<file path="src/rtl/trap_pipeline_controller_pkg.sv">
// Shared definitions for the pipeline trap controller.
// Holds the synchronous exception cause codes, the machine interrupt cause
// codes and the trap FSM state encoding.
package trap_pipeline_controller_pkg;

    // Synchronous exception cause codes (mcause values, interrupt bit clear)
    localparam int EXCEP_INSTR_MISALIGN = 0;
    localparam int EXCEP_INSTR_FAULT    = 1;
    localparam int EXCEP_ILLEGAL_INSTR  = 2;
    localparam int EXCEP_BREAKPOINT     = 3;
    localparam int EXCEP_LOAD_MISALIGN  = 4;
    localparam int EXCEP_LOAD_FAULT     = 5;
    localparam int EXCEP_STORE_MISALIGN = 6;
    localparam int EXCEP_STORE_FAULT    = 7;
    localparam int EXCEP_ECALL_M        = 11;

    // Machine interrupt cause codes
    localparam int IRQ_CAUSE_SW    = 3;
    localparam int IRQ_CAUSE_TIMER = 7;
    localparam int IRQ_CAUSE_EXT   = 11;

    // Bit positions inside irq_i / irq_mask_i ({external, timer, software})
    localparam int IRQ_BIT_SW    = 0;
    localparam int IRQ_BIT_TIMER = 1;
    localparam int IRQ_BIT_EXT   = 2;

    typedef enum logic [1:0] {
        ST_IDLE     = 2'd0,
        ST_TRAP     = 2'd1,
        ST_REDIRECT = 2'd2
    } trap_state_e;

endpackage

</file>
<file path="src/rtl/trap_pipeline_controller_oldest_valid_sel.sv">
// Highest-index priority encoder.
// Ports:
//   req_i     in  N      request vector
//   onehot_o  out N      one-hot of the highest set request (0 if none)
//   idx_o     out IDX_W  index of the highest set request (0 if none)
//   any_o     out 1      at least one request set
module oldest_valid_sel #(
    parameter int N     = 5,
    parameter int IDX_W = (N > 1) ? $clog2(N) : 1
) (
    input  logic [N-1:0]     req_i,
    output logic [N-1:0]     onehot_o,
    output logic [IDX_W-1:0] idx_o,
    output logic             any_o
);

    always_comb begin
        any_o    = 1'b0;
        idx_o    = '0;
        onehot_o = '0;
        // Ascending scan: the last hit is the highest index.
        for (int i = 0; i < N; i++) begin
            if (req_i[i]) begin
                any_o = 1'b1;
                idx_o = IDX_W'(i);
            end
        end
        if (any_o) begin
            onehot_o[idx_o] = 1'b1;
        end
    end

endmodule

</file>
<file path="src/rtl/trap_pipeline_controller.sv">
// Pipeline hazard and trap controller.
// Produces per-stage stall/flush vectors, arbitrates exceptions (oldest
// stage wins) against masked machine interrupts and runs the trap
// handshake with the CSR unit (IDLE -> TRAP -> REDIRECT -> IDLE).
// Ports:
//   stall_req_i / exc_valid_i / exc_*_i   per-stage requests (top bit ignored)
//   flush_branch_i                        misprediction in BRANCH_STAGE
//   irq_i, irq_mask_i, irq_global_en_i    machine interrupt lines and enables
//   irq_pc_i                              epc used for interrupts
//   trap_ready_i                          CSR unit accepts the trap
//   stall_o, flush_o                      combinational per-stage control
//   trap_*_o                              registered trap record
//   redirect_o                            one-cycle fetch redirect pulse
module trap_pipeline_controller
    import trap_pipeline_controller_pkg::*;
#(
    parameter int NUM_STAGES   = 5,
    parameter int XLEN         = 32,
    parameter int CAUSE_W      = 4,
    parameter int BRANCH_STAGE = 2
) (
    input  logic                          clk_i,
    input  logic                          rst_i,
    input  logic [NUM_STAGES-1:0]         stall_req_i,
    input  logic                          flush_branch_i,
    input  logic [NUM_STAGES-1:0]         exc_valid_i,
    input  logic [NUM_STAGES*CAUSE_W-1:0] exc_cause_i,
    input  logic [NUM_STAGES*XLEN-1:0]    exc_pc_i,
    input  logic [NUM_STAGES*XLEN-1:0]    exc_tval_i,
    input  logic [2:0]                    irq_i,
    input  logic [2:0]                    irq_mask_i,
    input  logic                          irq_global_en_i,
    input  logic [XLEN-1:0]               irq_pc_i,
    input  logic                          trap_ready_i,
    output logic [NUM_STAGES-1:0]         stall_o,
    output logic [NUM_STAGES-1:0]         flush_o,
    output logic                          trap_valid_o,
    output logic                          trap_is_irq_o,
    output logic [CAUSE_W-1:0]            trap_cause_o,
    output logic [XLEN-1:0]               trap_epc_o,
    output logic [XLEN-1:0]               trap_tval_o,
    output logic                          redirect_o
);

    localparam int IDX_W = (NUM_STAGES > 1) ? $clog2(NUM_STAGES) : 1;
    // Stages 0..NUM_STAGES-2; writeback never stalls, flushes or traps here.
    localparam logic [NUM_STAGES-1:0] LAST_MASK  = {1'b0, {(NUM_STAGES-1){1'b1}}};
    localparam logic [NUM_STAGES-1:0] BR_MASK    = NUM_STAGES'((1 << BRANCH_STAGE) - 1);
    localparam logic [NUM_STAGES-1:0] TRAP_STALL = LAST_MASK & ~NUM_STAGES'(1);

    trap_state_e          state_q, state_d;
    logic                 is_irq_q, is_irq_d;
    logic [CAUSE_W-1:0]   cause_q, cause_d;
    logic [XLEN-1:0]      epc_q, epc_d;
    logic [XLEN-1:0]      tval_q, tval_d;

    logic [NUM_STAGES-1:0] stall_req_m;
    logic [NUM_STAGES-1:0] stall_base;
    logic [NUM_STAGES-1:0] exc_req;
    logic [NUM_STAGES-1:0] exc_onehot;
    logic [NUM_STAGES-1:0] exc_thermo;
    logic [IDX_W-1:0]      exc_idx;
    logic                  exc_any;
    logic                  exc_accept;
    logic [2:0]            irq_pend;
    logic                  irq_take;
    logic [CAUSE_W-1:0]    irq_cause;

    assign stall_req_m = stall_req_i & LAST_MASK;
    assign exc_req     = exc_valid_i & LAST_MASK;

    oldest_valid_sel #(
        .N     (NUM_STAGES),
        .IDX_W (IDX_W)
    ) u_exc_sel (
        .req_i    (exc_req),
        .onehot_o (exc_onehot),
        .idx_o    (exc_idx),
        .any_o    (exc_any)
    );

    // Stage i stalls whenever it or any older non-writeback stage asks.
    always_comb begin
        stall_base = '0;
        for (int i = NUM_STAGES - 2; i >= 0; i--) begin
            stall_base[i] = stall_base[i+1] | stall_req_m[i];
        end
    end

    // Bits 0..k set for the winning stage k.
    assign exc_thermo = exc_onehot | (exc_onehot - NUM_STAGES'(1));

    // An exception waits while an older stage is stalled, and is dropped
    // when it sits on the wrong path of a misprediction.
    assign exc_accept = (state_q == ST_IDLE) && exc_any
                        && ((stall_req_m & ~exc_thermo) == '0)
                        && !(flush_branch_i && ((exc_onehot & BR_MASK) != '0));

    assign irq_pend = irq_i & irq_mask_i & {3{irq_global_en_i}};
    assign irq_take = (state_q == ST_IDLE) && (irq_pend != 3'b000)
                      && !exc_accept && (stall_base == '0);

    always_comb begin
        if (irq_pend[IRQ_BIT_EXT]) begin
            irq_cause = CAUSE_W'(IRQ_CAUSE_EXT);
        end else if (irq_pend[IRQ_BIT_SW]) begin
            irq_cause = CAUSE_W'(IRQ_CAUSE_SW);
        end else begin
            irq_cause = CAUSE_W'(IRQ_CAUSE_TIMER);
        end
    end

    always_comb begin
        state_d  = state_q;
        is_irq_d = is_irq_q;
        cause_d  = cause_q;
        epc_d    = epc_q;
        tval_d   = tval_q;
        stall_o  = stall_base;
        flush_o  = '0;
        case (state_q)
            ST_IDLE: begin
                if (exc_accept) begin
                    flush_o  = exc_thermo;
                    is_irq_d = 1'b0;
                    cause_d  = exc_cause_i[exc_idx*CAUSE_W +: CAUSE_W];
                    epc_d    = exc_pc_i[exc_idx*XLEN +: XLEN];
                    tval_d   = exc_tval_i[exc_idx*XLEN +: XLEN];
                    state_d  = ST_TRAP;
                end else if (irq_take) begin
                    flush_o  = LAST_MASK;
                    is_irq_d = 1'b1;
                    cause_d  = irq_cause;
                    epc_d    = irq_pc_i;
                    tval_d   = '0;
                    state_d  = ST_TRAP;
                end else if (flush_branch_i) begin
                    flush_o = BR_MASK;
                end
            end
            ST_TRAP: begin
                // Freeze the pipeline and keep fetch empty until the CSR
                // unit takes the trap.
                stall_o    = stall_base | TRAP_STALL;
                flush_o[0] = 1'b1;
                if (trap_ready_i) begin
                    state_d = ST_REDIRECT;
                end
            end
            ST_REDIRECT: begin
                if (flush_branch_i) begin
                    flush_o = BR_MASK;
                end
                state_d = ST_IDLE;
            end
            default: begin
                state_d = ST_IDLE;
            end
        endcase
    end

    always_ff @(posedge clk_i or posedge rst_i) begin
        if (rst_i) begin
            state_q  <= ST_IDLE;
            is_irq_q <= 1'b0;
            cause_q  <= '0;
            epc_q    <= '0;
            tval_q   <= '0;
        end else begin
            state_q  <= state_d;
            is_irq_q <= is_irq_d;
            cause_q  <= cause_d;
            epc_q    <= epc_d;
            tval_q   <= tval_d;
        end
    end

    assign trap_valid_o  = (state_q == ST_TRAP);
    assign redirect_o    = (state_q == ST_REDIRECT);
    assign trap_is_irq_o = is_irq_q;
    assign trap_cause_o  = cause_q;
    assign trap_epc_o    = epc_q;
    assign trap_tval_o   = tval_q;

endmodule

</file>
<file path="config.mk">
export PLATFORM = sky130hd
export DESIGN_NAME = trap_pipeline_controller
export DESIGN_NICKNAME = d
export VERILOG_FILES = /design/src/rtl/trap_pipeline_controller_pkg.sv /design/src/rtl/trap_pipeline_controller_oldest_valid_sel.sv /design/src/rtl/trap_pipeline_controller.sv
export SDC_FILE = /design/constraint.sdc
export NUM_CORES = 1
export LEC_CHECK = 0
export ABC_AREA = 1
export BUFFER_PORTS_ARGS = -buffer_cell sky130_fd_sc_hd__buf_2
export CAP_MARGIN = 20
export CORE_AREA = 2 2 185 187
export CTS_CLUSTER_SIZE = 12
export DETAILED_ROUTE_END_ITERATION = 7
export DIE_AREA = 0 0 187 189
export MAX_ROUTING_LAYER = met4
export PLACE_DENSITY = 0.43
export SYNTH_ARGS = -nofsm -noshare
export SYNTH_HDL_FRONTEND = slang
export SYNTH_SLANG_ARGS = --single-unit
export TNS_END_PERCENT = 30
</file>
<file path="constraint.sdc">
create_clock -name clk_i -period 2.3 [get_ports clk_i]
set_clock_uncertainty 0.1 [all_clocks]
set_input_delay 0.115 -clock clk_i [delete_from_list [all_inputs] [get_ports clk_i]]
set_output_delay 0.115 -clock clk_i [all_outputs]
set_load 0.005 [all_outputs]
</file>
==> out/results.ini, run 1 <==
[worst_setup_path]
critical_path.endpoint = flush_o[1]
critical_path_peak_fanout = 22
crit_path_start = state_q[1]
worst_setup_path_end_kind = primary output
startpoint_type = register
ff2ff_setup_slack_ns = 0.40
arrival_time_at_the_worst_endpoint_ns = 1.92
required_ns = 2.09
path_class = register to primary output
worst_r2r_endpoint = trap_epc_o[30]
reg2reg_depth = 7
r2r-start = state_q[1]

[placement]
place.gp.congestion = 0.8162
dp_hpwl_um = 21790
placed_cells = 1804
dpl_worst_slack_ns = 0.3364
place.port_buffers = 401

[route]
vias_per_cell = 4.174
drt_iter0_drc = 319
dr_wl_cell_um = 15.41
dr_total_vias = 7756
wl_um = 28640
ant_nets = 0
drt_pre_antenna_iters = 4
remaining_drc_errors = 0

[timing]
fin_worst_hold_slack_ns = 0.01325
setup_slack_ns = 0.1696
setup_viol = 0
timing.fmax_mhz = 469.4
fin_setup_tns_ns = 0
tightest_slew_ns = 0.5727
final_min_period_over_clock_period = 0.9263
finalWorstPathRequiredPeriod_ns = 2.130
final-hold-violation-count = 0
rsz_0062_raised_after_global_routing = false
timing.final.max_slew_violations = 0
slew_hr = 0.6182

[yosys]
netlist_top_cells_area = sky130_fd_sc_hd__dfrtp_1 (31%), sky130_fd_sc_hd__nand2_1 (17%), sky130_fd_sc_hd__nand3_1 (15%), sky130_fd_sc_hd__inv_1 (10%), sky130_fd_sc_hd__nor2_1 (7.5%)
synth_top_cell_by_area = sky130_fd_sc_hd__dfrtp_1
synth.lib_cells_used.distinct = 23
synth-seq-cells = 71
netlist.area_leader.share = 0.3077
netlist_instances = 996
ys_warn_count = 0
post_synth.cell_area_avg_um2 = 5.797
mappedNetlistArea_mm2 = 0.005774
synth.yosys.seq_area_share = 0.3077

[die]
die_width_um = 187
fp.dieH_um = 189
site_rows = 67
floorplan.initialDensity = 0.1735
pin_count = 474
core_mm2 = 0.03328
fp.dieArea_mm2 = 0.03534

[cells_and_area]
syn2layout_area_growth_pct = 55.95
sequential_cell_area_mm2 = 0.001777
final.fill_count = 3903
most-common-layout-cells = sky130_fd_sc_hd__buf_2 (401), sky130_fd_sc_hd__nand2_1 (255), sky130_fd_sc_hd__nand3_1 (174)
final_cells = 1858
multi_input_comb_area_mm2 = 0.003084
finish.net_count = 1796
layout.cells.most_common = sky130_fd_sc_hd__buf_2
layout-drive-gt1-share = 0.3262

[global_route]
largest_net_degree_at_the_start_of_global_routing = 79
global_route.overflow_total = 0
global_route_wire_length_before_repair_um = 43720
antenna_found_initial = 3
track_usage = 0.1642
grt_pass1_vias = 7835

[clock_tree]
buffers_from_clock_root_to_sink_at_most = 2
cts-buffers-inserted = 9
clock-sinks = 71
clk_latency_ns = 0.33
cts_tree = yes
clk_root_buffer_cell = sky130_fd_sc_hd__clkbuf_16
clk_pin_slew_ns = 0.06
post_cts.repair.setup_buffers = 0
h-tree-depth = 3

[pwr]
pwr_density_cell_mw_per_mm2 = 797.5
p_leak_nw = 5.179
peakVddDrop_uv = 339.8
p_total_mw = 7.181

[flow_run]
timing.max_cap.violations = 0

[outcome]
status = completed

[worst_hold_path]
hold_path_depth = 5
hold_path_class = input pin to register

[flip-flops by register name, indices dropped and copies added (netlist names)]
name / count
state_q: 2
trap_cause_o: 4
trap_epc_o: 32
trap_is_irq_o: 1
trap_tval_o: 32
[critical path, cell delays in order (launching register included)]
cell	delay [ns]
sky130_fd_sc_hd__dfrtp_1	0.38
sky130_fd_sc_hd__inv_1	0.09
sky130_fd_sc_hd__nand2_1	0.09
sky130_fd_sc_hd__nor2_1	0.14
sky130_fd_sc_hd__nand3_2	0.17
sky130_fd_sc_hd__inv_4	0.32
sky130_fd_sc_hd__nand2_1	0.09
sky130_fd_sc_hd__nand3_1	0.09
sky130_fd_sc_hd__nand2_1	0.07
sky130_fd_sc_hd__buf_2	0.13
[stage by stage]
step / instance area, um^2 / utilization
finish: 9005 / 0.2706
global route: 9005 / 0.2706
CTS: 8996 / 0.2703
detailed placement: 8324 / 0.2501
global placement: 8324 / 0.2501
floorplan: 5778 / -
[logic make-up after synthesis]
family          count (synthesis)  synth area share
flops                          71            0.3077
simple gates                  554            0.4015
buf+inv                       230            0.1619
other cells                     1         0.0006494
compound gates                140            0.1283
[cells in the mapped netlist, drive strengths merged]
cell / n
inv: 158
nor2: 116
dfrtp: 71
or2: 2
clkinv: 1
a21oi: 68
nand3b: 1
o22ai: 32
buf: 46
nand3: 175
nor3: 1
nand2: 259
o21ai: 40
conb: 1
clkbuf: 25
[how the worst min path moves through the flow]
stage | startpoint | end | slack, ns
after floorplan | trap_ready_i | state_q[1] | 0.12
after global placement | rst_i | trap_tval_o[12] | 0.11
after detailed placement | rst_i | trap_tval_o[3] | 0.13
after CTS | exc_tval_i[45] | trap_tval_o[13] | 0.002
after global routing | exc_tval_i[14] | trap_tval_o[14] | 0.03
final | exc_tval_i[31] | trap_tval_o[31] | 0.01
[layer usage]
metal  track usage  share of wire  up-vias
li1              -              -     3936
met1        0.1899           0.42     3458
met4       0.03541          0.015        0
met2        0.2887           0.49      339
met5             -              0        -
met3       0.03930          0.071       23
[area by class of cell]
| cell class | instances | area share |
|---|---|---|
| Timing Repair Buffer | 466 | 0.2954 |
| Sequential cell | 71 | 0.1973 |
| Tap cell | 448 | 0.06225 |
| Antenna cell | 3 | 0.0008337 |
| Multi-Input combinational cell | 696 | 0.3425 |
| Clock buffer | 9 | 0.02501 |
| Inverter | 159 | 0.06711 |
| Clock inverter | 6 | 0.009587 |
[power breakdown]
| group | total (mW) | switching, mW | internal, mW |
|---|---|---|---|
| registers | 2.22 | 0.340 | 1.88 |
| clock network | 1.55 | 0.611 | 0.944 |
| logic | 3.41 | 1.96 | 1.45 |
| total | 7.18 | 2.91 | 4.27 |
[what timing repair did]
item | in CTS | in global routing
endpoints found under the setup margin | 0 | 1
hold buffers | 36 | 0
gates resized for setup | 0 | 1
endpoints found under the hold margin | 72 | 0
No activity file was read; power rests on OpenSTA's default activity.
==> inputs of run 2 (changes only) <==
clock period = 2.05 ns   (was 2.3 ns; I/O delays follow)
==> out/results.ini, run 2 (synthesis gave the netlist of run 1 again) <==
[outcome]
status = completed

[pwr]
sw_frac_of_total = 0.3966  ; -0.008268
power.share.clock = 0.213  ; -0.003
peakVddDrop_uv = 481.5  ; +42%
net-switching-power_mw = 3.338  ; +15%
p_comb_frac = 0.492  ; +0.018
pwr_density_cell_mw_per_mm2 = 884.3  ; +11%
p_leak_nw = 5.400  ; +4.3%
cell_internal_pwr_mw = 5.079  ; +19%
p_seq_frac = 0.296  ; -0.013

[die]
site_rows = 67  ; unchanged
fp.dieArea_mm2 = 0.03534  ; unchanged
floorplan.initialDensity = 0.1735  ; unchanged
core_mm2 = 0.03328  ; unchanged
pin_count = 474  ; unchanged
die_width_um = 187  ; unchanged
fp.dieH_um = 189  ; unchanged

[global_route]
antenna_found_initial = 4  ; +1
track_usage = 0.1664  ; +0.002188
global_route.overflow_total = 0  ; unchanged
largest_net_degree_at_the_start_of_global_routing = 72  ; -8.9%
grt_pass1_vias = 8067  ; +3.0%
global_route_wire_length_before_repair_um = 44130  ; +0.93%

[clock_tree]
buffers_from_clock_root_to_sink_at_most = 2  ; unchanged
cts_tree = yes
cts-buffers-inserted = 9  ; unchanged
clk_root_buffer_cell = sky130_fd_sc_hd__clkbuf_16
clk_pin_slew_ns = 0.06  ; about the same
clock-sinks = 71  ; unchanged
h-tree-depth = 3  ; unchanged
clk_latency_ns = 0.35  ; +0.02 ns

[cells_and_area]
layout-drive-gt1-share = 0.3266  ; +0.0004176
sequential_cell_area_mm2 = 0.001777  ; unchanged
most-common-layout-cells = sky130_fd_sc_hd__buf_2 (401), sky130_fd_sc_hd__nand2_1 (253), sky130_fd_sc_hd__nand3_1 (174)
non_filler_cell_area_final_mm2 = 0.009519  ; +5.7%
multi_input_comb_area_mm2 = 0.003108  ; +0.77%
layout.cells.most_common = sky130_fd_sc_hd__buf_2
syn2layout_area_growth_pct = 64.85
final.fill_count = 3832  ; -1.8%
finish.net_count = 1833  ; +2.1%

[timing]
timing.final.max_slew_violations = 0  ; unchanged
final_min_period_over_clock_period = 0.9622
fin_worst_hold_slack_ns = 0.01875  ; +0.005494 ns
setup_viol = 0  ; unchanged
rsz_0062_raised_after_global_routing = true
tightest_slew_ns = 0.5490  ; -0.02368 ns
timing.fmax_mhz = 507.0
finalWorstPathRequiredPeriod_ns = 1.972
slew_hr = 0.6340  ; +0.01579
final-hold-violation-count = 0  ; unchanged

[worst_setup_path]
crit_chain = inv_1, nor2_1, inv_1, nand2_2, or2_2, or2_2, buf_2
arrival_time_at_the_worst_endpoint_ns = 1.77  ; -0.15 ns
worst_setup_path_end_kind = primary output
required_ns = 1.85  ; -0.24 ns
critical_path_peak_fanout = 4  ; -82%
cpMaxStageDelayCell = sky130_fd_sc_hd__dfrtp_1
path_class = register to primary output
startpoint_type = register
cpPeakStageDelay_ns = 0.38  ; about the same

[route]
drt_pre_antenna_iters = 4  ; unchanged
drt_iter0_drc = 231  ; -28%
vias_per_cell = 4.173  ; about the same
remaining_drc_errors = 0  ; unchanged
dr_wl_cell_um = 15.43  ; +0.15%
wl_um = 29280  ; +2.3%
ant_nets = 0  ; unchanged
dr_total_vias = 7917  ; +2.1%

[placement]
place.gp.congestion = 0.8832  ; +8.2%
place.port_buffers = 401  ; unchanged
post_dp_cell_area_mm2 = 0.008357  ; +0.39%
dp_hpwl_um = 21430  ; -1.6%

[flow_run]
timing.max_cap.violations = 0  ; unchanged

[worst_hold_path]
hold_path_class = input pin to register

[run 2: cell types whose count changed in the layout (fill, tap and decap cells not counted), sizes merged]
cell         delta
clkbuf          +3
inv             -1
buf             +7
dlygate4sd3    +28
diode           +1
bufbuf          +1
[run 2: final timing paths]
path,from,to,slack [ns],cells after the start
max reg2reg,state_q[1],trap_epc_o[24],0.22,9
min,exc_tval_i[51],trap_tval_o[19],0.02,5
max,state_q[0],stall_o[1],0.08,7
min in group asynchronous,rst_i,trap_tval_o[12],0.30,4
min reg2reg,trap_tval_o[3],trap_tval_o[3],0.37,2
max in group asynchronous,rst_i,trap_epc_o[14],1.21,4
[run 2: area by class of cell]
| type | instances | share of cell area |
|---|---|---|
| inverter | 159 | 0.06375 |
| sequential | 71 | 0.1866 |
| antenna | 4 | 0.001052 |
| timing repair buffer | 503 | 0.3291 |
| multi-input combinational | 696 | 0.3265 |
| tap | 448 | 0.05889 |
| clock buffer | 11 | 0.02550 |
| clock inverter | 5 | 0.008544 |
[run 2: power by group through the flow]
stage / sequential (mW) / combinational, mW / clock, mW
5_1_grt: 2.58 / 4.67 / 1.92
3_5_place_dp: 2.51 / 3.83 / 0
4_1_cts: 2.51 / 4.12 / 1.86
2_1_floorplan: 2.54 / 1.83 / 0
3_3_place_gp: 2.50 / 3.84 / 0
6_report: 2.49 / 4.14 / 1.79
[run 2: metal layers]
layer / vias up / wire length [um] / global-route usage
li1: 4021 / - / -
met1: 3549 / 12080 / 0.1866
met4: 0 / 561 / 0.04579
met3: 23 / 2040 / 0.03818
met2: 324 / 14590 / 0.2964
met5: - / 0 / -
[run 2: timing repair]
action / CTS / global route
endpoints found under the hold margin: 121 / 0
resized for setup: 9 / 4
setup endpoints to repair: 4 / 7
hold buffers: 64 / 0
cloned: 1 / 1
pin swaps: 2 / 2
setup buffers: 3 / 8
[run 2: critical path: cells and delay by family (launching register included)]
| kind | cells | cell delay, ns |
|---|---|---|
| buffers and inverters | 3 | 0.34 |
| flip-flops | 1 | 0.38 |
| AND/OR/NAND/NOR | 4 | 0.70 |
[run 2: stage by stage]
step	setup slack, ns	power [mW]	util	setup TNS, ns	cells
2_1_floorplan	0.05093	4.373	-	0	997
3_3_place_gp	0.2209	6.339	0.2511	0	1800
3_5_place_dp	0.2227	6.340	0.2511	0	1800
4_1_cts	-0.005813	8.483	0.2828	-0.005813	1884
5_1_grt	-0.04460	9.164	0.2860	-0.1365	1897
6_report	0.07752	8.417	0.2860	0	1897
